`src/rtl/uart_pkg.sv`:
```
// rtl/uart_pkg.sv - shared UART state encoding, frame constants and baud divisor helper
package uart_pkg;

  localparam int UART_DATA_BITS = 8;

  localparam logic [2:0] ST_IDLE   = 3'd0;
  localparam logic [2:0] ST_START  = 3'd1;
  localparam logic [2:0] ST_DATA   = 3'd2;
  localparam logic [2:0] ST_PARITY = 3'd3;
  localparam logic [2:0] ST_STOP   = 3'd4;

  typedef enum logic [2:0] {
    IDLE   = ST_IDLE,
    START  = ST_START,
    DATA   = ST_DATA,
    PARITY = ST_PARITY,
    STOP   = ST_STOP
  } uart_state_t;

  // Clock cycles per bit; integer divide, caller must keep the result >= 4.
  function automatic int baud_div(input int clk_hz, input int baud);
    return clk_hz / baud;
  endfunction

endpackage

```
`src/rtl/uart_baud_tick.sv`:
```
// rtl/uart_baud_tick.sv - bit-period counter, ticks on the last cycle of every DIV-cycle bit
module uart_baud_tick #(
  parameter int DIV = 16
) (
  input  logic clk,
  input  logic reset,
  input  logic restart,
  output logic tick
);

  localparam int CW = (DIV > 1) ? $clog2(DIV) : 1;

  logic [CW-1:0] cnt;

  assign tick = (cnt == CW'(DIV - 1));

  // Count 0..DIV-1; restart pins the count at 0 so the next bit starts aligned.
  always_ff @(posedge clk) begin
    if (reset || restart) begin
      cnt <= '0;
    end else if (tick) begin
      cnt <= '0;
    end else begin
      cnt <= cnt + CW'(1);
    end
  end

endmodule

```
`src/rtl/uart_tx_fifo.sv`:
```
// rtl/uart_tx_fifo.sv - byte FIFO feeding an 8N1 serializer; UART_TX_PARITY_EN adds an even parity bit
module uart_tx_fifo
  import uart_pkg::*;
#(
  parameter int CLK_HZ = 27_000_000,
  parameter int BAUD   = 115200,
  parameter int AW     = 4
) (
  input  logic          clk,
  input  logic          reset,
  input  logic          wr_en,
  input  logic [7:0]    wr_data,
  input  logic          clr_ovf,
  output logic          tx,
  output logic          busy,
  output logic          full,
  output logic          empty,
  output logic [AW:0]   level,
  output logic          overflow
);

  localparam int DIV   = baud_div(CLK_HZ, BAUD);
  localparam int DEPTH = 1 << AW;

  logic [7:0]                mem [0:DEPTH-1];
  logic [AW-1:0]             rd_ptr;
  logic [AW-1:0]             wr_ptr;
  uart_state_t               state;
  logic [UART_DATA_BITS-1:0] shreg;
  logic [2:0]                bit_idx;
  logic                      par;
  logic                      tick;
  logic                      push;
  logic                      pop;

  // full is taken before any same-cycle pop, so a push at full is always dropped.
  assign full  = (level == (AW+1)'(DEPTH));
  assign empty = (level == '0);
  assign push  = wr_en && !full;
  assign pop   = (state == IDLE) && !empty;
  assign busy  = (state != IDLE);

  uart_baud_tick #(.DIV(DIV)) u_baud (
    .clk     (clk),
    .reset   (reset),
    .restart (state == IDLE),
    .tick    (tick)
  );

  // Byte storage; contents are don't-care until written, so no reset.
  always_ff @(posedge clk) begin
    if (push) begin
      mem[wr_ptr] <= wr_data;
    end
  end

  // Write pointer, occupancy and sticky overflow (set beats clear).
  always_ff @(posedge clk) begin
    if (reset) begin
      wr_ptr   <= '0;
      level    <= '0;
      overflow <= 1'b0;
    end else begin
      if (push) begin
        wr_ptr <= wr_ptr + AW'(1);
      end
      case ({push, pop})
        2'b10:   level <= level + (AW+1)'(1);
        2'b01:   level <= level - (AW+1)'(1);
        default: level <= level;
      endcase
      if (wr_en && full) begin
        overflow <= 1'b1;
      end else if (clr_ovf) begin
        overflow <= 1'b0;
      end
    end
  end

  // Frame FSM; tx registers the current state's line level, so it trails state by one cycle.
  always_ff @(posedge clk) begin
    if (reset) begin
      state   <= IDLE;
      tx      <= 1'b1;
      rd_ptr  <= '0;
      shreg   <= '0;
      bit_idx <= '0;
      par     <= 1'b0;
    end else begin
      case (state)
        IDLE: begin
          tx <= 1'b1;
          if (pop) begin
            shreg  <= mem[rd_ptr];
            par    <= ^mem[rd_ptr];
            rd_ptr <= rd_ptr + AW'(1);
            state  <= START;
          end
        end
        START: begin
          tx <= 1'b0;
          if (tick) begin
            bit_idx <= '0;
            state   <= DATA;
          end
        end
        DATA: begin
          tx <= shreg[0];
          if (tick) begin
            shreg   <= {1'b0, shreg[UART_DATA_BITS-1:1]};
            bit_idx <= bit_idx + 3'd1;
            if (bit_idx == 3'(UART_DATA_BITS - 1)) begin
`ifdef UART_TX_PARITY_EN
              state <= PARITY;
`else
              state <= STOP;
`endif
            end
          end
        end
        PARITY: begin
          tx <= par;
          if (tick) begin
            state <= STOP;
          end
        end
        STOP: begin
          tx <= 1'b1;
          if (tick) begin
            state <= IDLE;
          end
        end
        default: begin
          tx    <= 1'b1;
          state <= IDLE;
        end
      endcase
    end
  end

endmodule

```
`config.mk`:
```
export PLATFORM = sky130hd
export DESIGN_NAME = uart_tx_fifo
export DESIGN_NICKNAME = d
export VERILOG_FILES = /design/src/rtl/uart_pkg.sv /design/src/rtl/uart_baud_tick.sv /design/src/rtl/uart_tx_fifo.sv
export SDC_FILE = /design/constraint.sdc
export NUM_CORES = 1
export LEC_CHECK = 0
export CAP_MARGIN = 20
export CORE_MARGIN = 3
export CORE_UTILIZATION = 30
export CTS_CLUSTER_DIAMETER = 50
export DETAILED_ROUTE_END_ITERATION = 8
export REMOVE_ABC_BUFFERS = 1
export SLEW_MARGIN = 20
export SYNTH_ARGS = -nofsm -noshare
export SYNTH_HDL_FRONTEND = slang
export SYNTH_SLANG_ARGS = --single-unit
```
`constraint.sdc`:
```
create_clock -name clk -period 7.05 [get_ports clk]
set_clock_uncertainty 0.15 [all_clocks]
set_input_delay 1.0575 -clock clk [delete_from_list [all_inputs] [get_ports clk]]
set_output_delay 1.0575 -clock clk [all_outputs]
set_load 0.05 [all_outputs]
```
==> results of run 1 <==
==> sequential cells by signal, indices dropped and copies added (netlist names), named ones only <==
register / cells
rd_ptr: 4
bit_idx: 3
par: 1
level: 5
state: 3
mem: 128
overflow: 1
tx: 1
u_baud.cnt: 8
wr_ptr: 4
shreg: 8
==> power by group <==
group          internal (mW)  switching, mW  total [mW]
registers               1.14         0.0453        1.19
clock network          0.464          0.410       0.874
logic                  0.290          0.392       0.682
==> stage by stage <==
stage	power, mW	setup WS (ns)	instances	util
6_report	2.743	3.583	744	0.3565
5_1_grt	2.878	3.458	744	0.3565
4_1_cts	2.770	3.538	744	0.3561
3_5_place_dp	1.895	3.291	712	0.3308
3_3_place_gp	1.877	3.377	712	0.3306
2_1_floorplan	1.711	3.807	409	-
==> cell families (layout without fill, tap and decap cells) <==
kind of cell / after synthesis / in the layout / share of synthesized area
AO/OA/AOI/OAI: 45 / 45 / 0.04419
XOR/XNOR: 23 / 23 / 0.02928
adder cells (fa/ha/maj): 14 / 14 / 0.02655
buffers and inverters: 34 / 65 / 0.02473
flip-flops: 170 / 170 / 0.6809
multiplexers: 41 / 41 / 0.1233
AND/OR/NAND/NOR: 106 / 106 / 0.07111
==> worst max-delay path: cells and delay by family, from the launching register on <==
family | cells | cell delay [ns]
buffers and inverters | 1 | 0.81
flip-flops | 1 | 0.36
AND/OR/NAND/NOR | 2 | 0.66
==> layout make-up <==
cell class,instances,area [um^2],share of cell area
flip-flops and latches,170,4687,0.5932
multi-input cells,229,2046,0.2589
clock buffers,17,425.4,0.05384
well taps,280,350.3,0.04434
repair buffers,23,220.2,0.02787
clock inverters,15,135.1,0.01710
inverters,10,37.54,0.004751
==> worst paths after layout <==
check	from	endpoint	depth (start not counted)
max	level[0]$_SDFFE_PP0P_	empty	3
min	u_baud.cnt[0]$_SDFF_PP0_	u_baud.cnt[0]$_SDFF_PP0_	1
max reg2reg	state[1]$_SDFFE_PP0P_	level[4]$_SDFFE_PP0P_	11
min reg2reg	u_baud.cnt[0]$_SDFF_PP0_	u_baud.cnt[0]$_SDFF_PP0_	1
==> per-layer routing <==
layer / global-route usage / vias to the layer above / part of all wire
li1: - / 1681 / -
met5: 0 / - / 0
met4: 0.04215 / 0 / 0.015
met3: 0.03052 / 15 / 0.043
met1: 0.1488 / 1800 / 0.46
met2: 0.1758 / 66 / 0.49
==> cell usage in the layout (no fill, tap or decap), drive strengths merged, types with 4 or more instances in the layout <==
master         count
a211oi             8
a21oi             11
a22oi             20
clkbuf            17
clkdlybuf4s50     20
clkinv             5
dfxtp             42
edfxtp           128
ha                13
inv               17
mux2i              9
mux4              32
nand2             17
nor2              54
nor2b              4
nor3               7
or3                5
xnor2             14
xor2               9
==> flow_summary_export.csv, run 1 <==
group,metric,value,unit
outcome,status,"complete, no violations",
floorplan,row_count,54,
clock_network,ctsLongestPathBuffers,2,
routing,drt-vias-per-instance,4.788,
placed_design,placed_area,0.007331,mm^2
synthesis,netlist.area_leader.share,0.5586,
routing,first_pass_iters,4,
placed_design,gp_congestion,0.7680,
setup_path,critPathArrivalTime,2.26,ns
finish,area_growth,14.84,%
timing,final_hold_viol_count,0,
synthesis,yosysUniqueCellTypes,41,
synthesis,syn-cell-area,0.006880,mm^2
clock_network,cts_buffers,17,
pwr,power.leakage,2.582,nW
clock_network,cts_setup_buffers,0,
setup_path,critPathKind,"reg2out",
clock_network,cts_resized,0,
routing,wl,13030,um
floorplan,die_w,157.4,um
floorplan,start_util,0.3105,
global_routing,grt_max_degree,33,
pwr,irDropWorstVdd,129.6,uV
global_routing,gr-total-overflow,0,
clock_network,cts_max_level,4,
setup_path,cp-start-kind,"flip-flop",
timing,fin_crit,3.467,ns
synthesis,synth_area_per_cell,15.89,um^2
global_routing,antenna_found_initial,0,
setup_path,slowest_stage,"clkdlybuf4s50_1",
routing,drt-initial-drc-count,233,
timing,setup_tns,0,ns
synthesis,synth_common_cells,"edfxtp_1 (128), nor2_1 (53), dfxtp_1 (42)",
clock_network,path_clk_slew,0.06,ns
synthesis,ys_seq_elements,170,
timing,rsz0062_at_grt,"no",
clock_network,cts_tree,"built",
timing,fin_crit_sh,0.4918,
timing,setup_viol,0,
placed_design,port_buffers,21,
setup_path,end_kind,"output port",
timing,clock.fmax,0.2884,GHz
setup_path,required,5.84,ns
clock_network,holdBufCountCts,0,
synthesis,synth_edf_count,128,
clock_network,clk_latency,0.43,ns
floorplan,fp.coreArea,0.02216,mm^2
placed_design,dpl.hpwl,8227,um
synthesis,synth_top_cell_by_area,"edfxtp_1",
routing,drc,0,
timing,whs,0.3211,ns
global_routing,track_usage,0.1118,
timing,drv_slew,0,
timing,worstMarginPinSlew,0.8319,ns
setup_path,cp_max_fo,5,
finish,nFillCells,2039,
setup_path,regToRegSetupSlack,3.88,ns
finish,drive_above_1_share,0.1422,
clock_network,cts_root_buf,"clkbuf_16",
global_routing,grt_first_pass_wirelength,20410,um
synthesis,synthFlopType,"edfxtp_1",
floorplan,ios,22,
floorplan,dieArea,0.02479,mm^2
routing,antenna_left,0,
synthesis,ys_warn_count,0,
finish,antenna_cells,0,
finish,fin_area,0.007901,mm^2
synthesis,synthArstFlopShare,0,
finish,fin_nets,477,
synthesis,synthCells,433,
setup_path,worstPathCellList,"nor4_1 -> and2b_1 -> clkdlybuf4s50_1",
clock_network,clock_sinks,170,
worst_hold_path,hp-class,"reg2reg",
floorplan,die_h,157.4,um
pwr,power.density,347.2,mW/mm^2
synthesis,seq_area_frac_synth,0.6809,
routing,via_count,3562,
synthesis,synth.most_common_cell,"edfxtp_1",
timing,max_slew_margin,0.4454,
setup_path,critPathMaxStageDelay,0.81,ns
job,drv_cap,0,
global_routing,grt_pass1_vias,3662,
synthesis,post_synth_main_area_contributors,"edfxtp_1 (56%), dfxtp_1 (12%), mux4_2 (7.2%), mux4_1 (3.8%), nor2_1 (2.9%)",
routing,wl_per_cell,17.52,um
(Power assumes the default switching activity.)
==> inputs of run 2 (changes only) <==
==> constraint.sdc (replaced) <==
create_clock -name clk -period 3.5 [get_ports clk]
set_clock_uncertainty 0.15 [all_clocks]
set_input_delay 0.525 -clock clk [delete_from_list [all_inputs] [get_ports clk]]
set_output_delay 0.525 -clock clk [all_outputs]
set_load 0.05 [all_outputs]
==> run 2 against run 1 <==
Effect of this change: critical endpoint is now level[4]$_SDFFE_PP0P_; critical path depth rose by 9; final cell count is 2.0% higher; first-iteration DRC count down 0.86%; sequential cell count is the same; non-clock buffer count up 16; count of clock-buffer cells in the layout up 1; largest power group unchanged; utilization up 0.54 points; design area rose by 1.5%; global-route usage rose by 0.27 points.
==> flow_summary_export.csv, run 2 (same netlist as run 1, synthesis figures left out) <==
group,metric,value,unit
outcome,status,"complete, no violations",
placed_design,dpl.hpwl,8528,um
pwr,pwr-share-clk,0.320,
placed_design,dp.cells,728,
setup_path,critPathKind,"reg2reg",
clock_network,clock_sinks,170,
floorplan,fp.coreArea,0.02216,mm^2
routing,antenna_left,0,
routing,wl,13370,um
clock_network,cts_max_level,4,
floorplan,start_util,0.3105,
routing,via_count,3656,
finish,drive_above_1_share,0.1545,
setup_path,critPathArrivalTime,3.16,ns
placed_design,gp_congestion,0.7636,
pwr,seqPwrFrac,0.431,
placed_design,port_buffers,21,
pwr,combPwrFrac,0.249,
timing,final_hold_viol_count,0,
floorplan,row_count,54,
clock_network,cts_buffers,17,
setup_path,required,3.70,ns
clock_network,ctsLongestPathBuffers,2,
finish,regMostFlops,"mem",
clock_network,cts_resized,0,
finish,antenna_cells,0,
finish,area.sequential,0.004686,mm^2
timing,setup_viol,0,
timing,drv_slew,0,
pwr,sw_frac_of_total,0.2980,
clock_network,clk_latency,0.42,ns
pwr,power_switching,1.664,mW
timing,rsz0062_at_grt,"no",
timing,worstMarginPinSlew,0.8412,ns
timing,fin_crit_sh,0.8463,
routing,drt-vias-per-instance,4.817,
setup_path,end_kind,"flip-flop",
global_routing,grt_max_degree,33,
finish,fin_nets,493,
timing,setup_tns,0,ns
finish,nFillCells,2077,
pwr,power.density,696.2,mW/mm^2
routing,first_pass_iters,4,
finish,area_growth,16.57,%
clock_network,cts_root_buf,"clkbuf_16",
job,drv_cap,0,
floorplan,ios,22,
global_routing,antenna_found_initial,0,
clock_network,cts_setup_buffers,0,
timing,max_slew_margin,0.4371,
global_routing,grt_pass1_vias,3841,
finish,final_cells,759,
floorplan,die_w,157.4,um
worst_hold_path,hp-class,"reg2reg",
clock_network,holdBufCountCts,0,
global_routing,grt_first_pass_wirelength,21470,um
pwr,irDropWorstVdd,335.2,uV
clock_network,path_clk_slew,0.06,ns
finish,mostFrequentLayoutCells,"edfxtp_1 (128), nor2_1 (53), dfxtp_1 (41)",
pwr,power.leakage,2.660,nW
timing,fin_crit,2.962,ns
global_routing,track_usage,0.1145,
finish,reg.largest.list,"mem x128, shreg x8, u_baud.cnt x8",
global_routing,gr-total-overflow,0,
setup_path,cp_max_fo,10,
floorplan,die_h,157.4,um
routing,wl_per_cell,17.61,um
finish,multi_input_area,0.002026,mm^2
clock_network,cts_tree,"built",
floorplan,dieArea,0.02479,mm^2
timing,clock.fmax,0.3376,GHz
setup_path,cp-start-kind,"flip-flop",
pwr,internal_power,3.920,mW
routing,drt-initial-drc-count,231,
finish,largest_register_ffs,128,
finish,final_common_cell,"edfxtp_1",
routing,drc,0,
[run 2: layout make-up]
class / instances / share of cell area
clock inverters: 13 / 0.01669
repair buffers: 39 / 0.04462
multi-input cells: 229 / 0.2526
clock buffers: 18 / 0.05351
well taps: 280 / 0.04368
inverters: 10 / 0.004680
flip-flops and latches: 170 / 0.5842
[run 2: final timing paths]
kind	startpoint	end	slack (ns)	depth (start not counted)
setup / recovery	state[1]$_SDFFE_PP0P_	level[4]$_SDFFE_PP0P_	0.54	12
hold / removal	u_baud.cnt[0]$_SDFF_PP0_	u_baud.cnt[0]$_SDFF_PP0_	0.33	1
setup reg to reg	state[1]$_SDFFE_PP0P_	level[4]$_SDFFE_PP0P_	0.54	12
hold reg to reg	u_baud.cnt[0]$_SDFF_PP0_	u_baud.cnt[0]$_SDFF_PP0_	0.33	1
[run 2: stage by stage]
| stage | instance area (um^2) | setup slack (ns) | utilization | hold slack (ns) | power [mW] |
|---|---|---|---|---|---|
| 3_3_place_gp | 7457 | 0.6283 | 0.3365 | 0.2912 | 3.817 |
| 2_1_floorplan | 6748 | 0.2574 | - | 0.2794 | 3.446 |
| 6_report | 8020 | 0.5380 | 0.3619 | 0.3266 | 5.584 |
| 4_1_cts | 8020 | 0.5588 | 0.3619 | 0.3361 | 5.639 |
| 3_5_place_dp | 7457 | 0.5498 | 0.3365 | 0.3213 | 3.850 |
| 5_1_grt | 8020 | 0.3621 | 0.3619 | 0.3494 | 5.876 |
[run 2: critical path: stages (launching register included)]
cell,delay [ns]
dfxtp_1,0.40
or3_1,0.44
nor2_2,0.12
buf_4,0.17
ha_1,0.23
inv_1,0.10
fa_1,0.41
inv_1,0.08
a21o_1,0.11
a21oi_1,0.07
xnor2_1,0.14
or3_1,0.32
a21oi_1,0.14
[run 2: power by group through the flow]
stage               clock network, mW  logic, mW  registers [mW]
floorplan                           0      0.919            2.53
global placement                    0       1.37            2.45
detailed placement                  0       1.40            2.45
CTS                              1.82       1.41            2.41
global route                     1.91       1.54            2.43
finish                           1.79       1.39            2.41
[run 2: metal layers]
metal  wire length, um  global-route usage  vias to the layer above
li1                  -                   -                     1718
met1              6055              0.1536                     1846
met2              6437              0.1805                       79
met3               696             0.03134                       13
met4               176             0.03926                        0
met5                 0                   0                        -
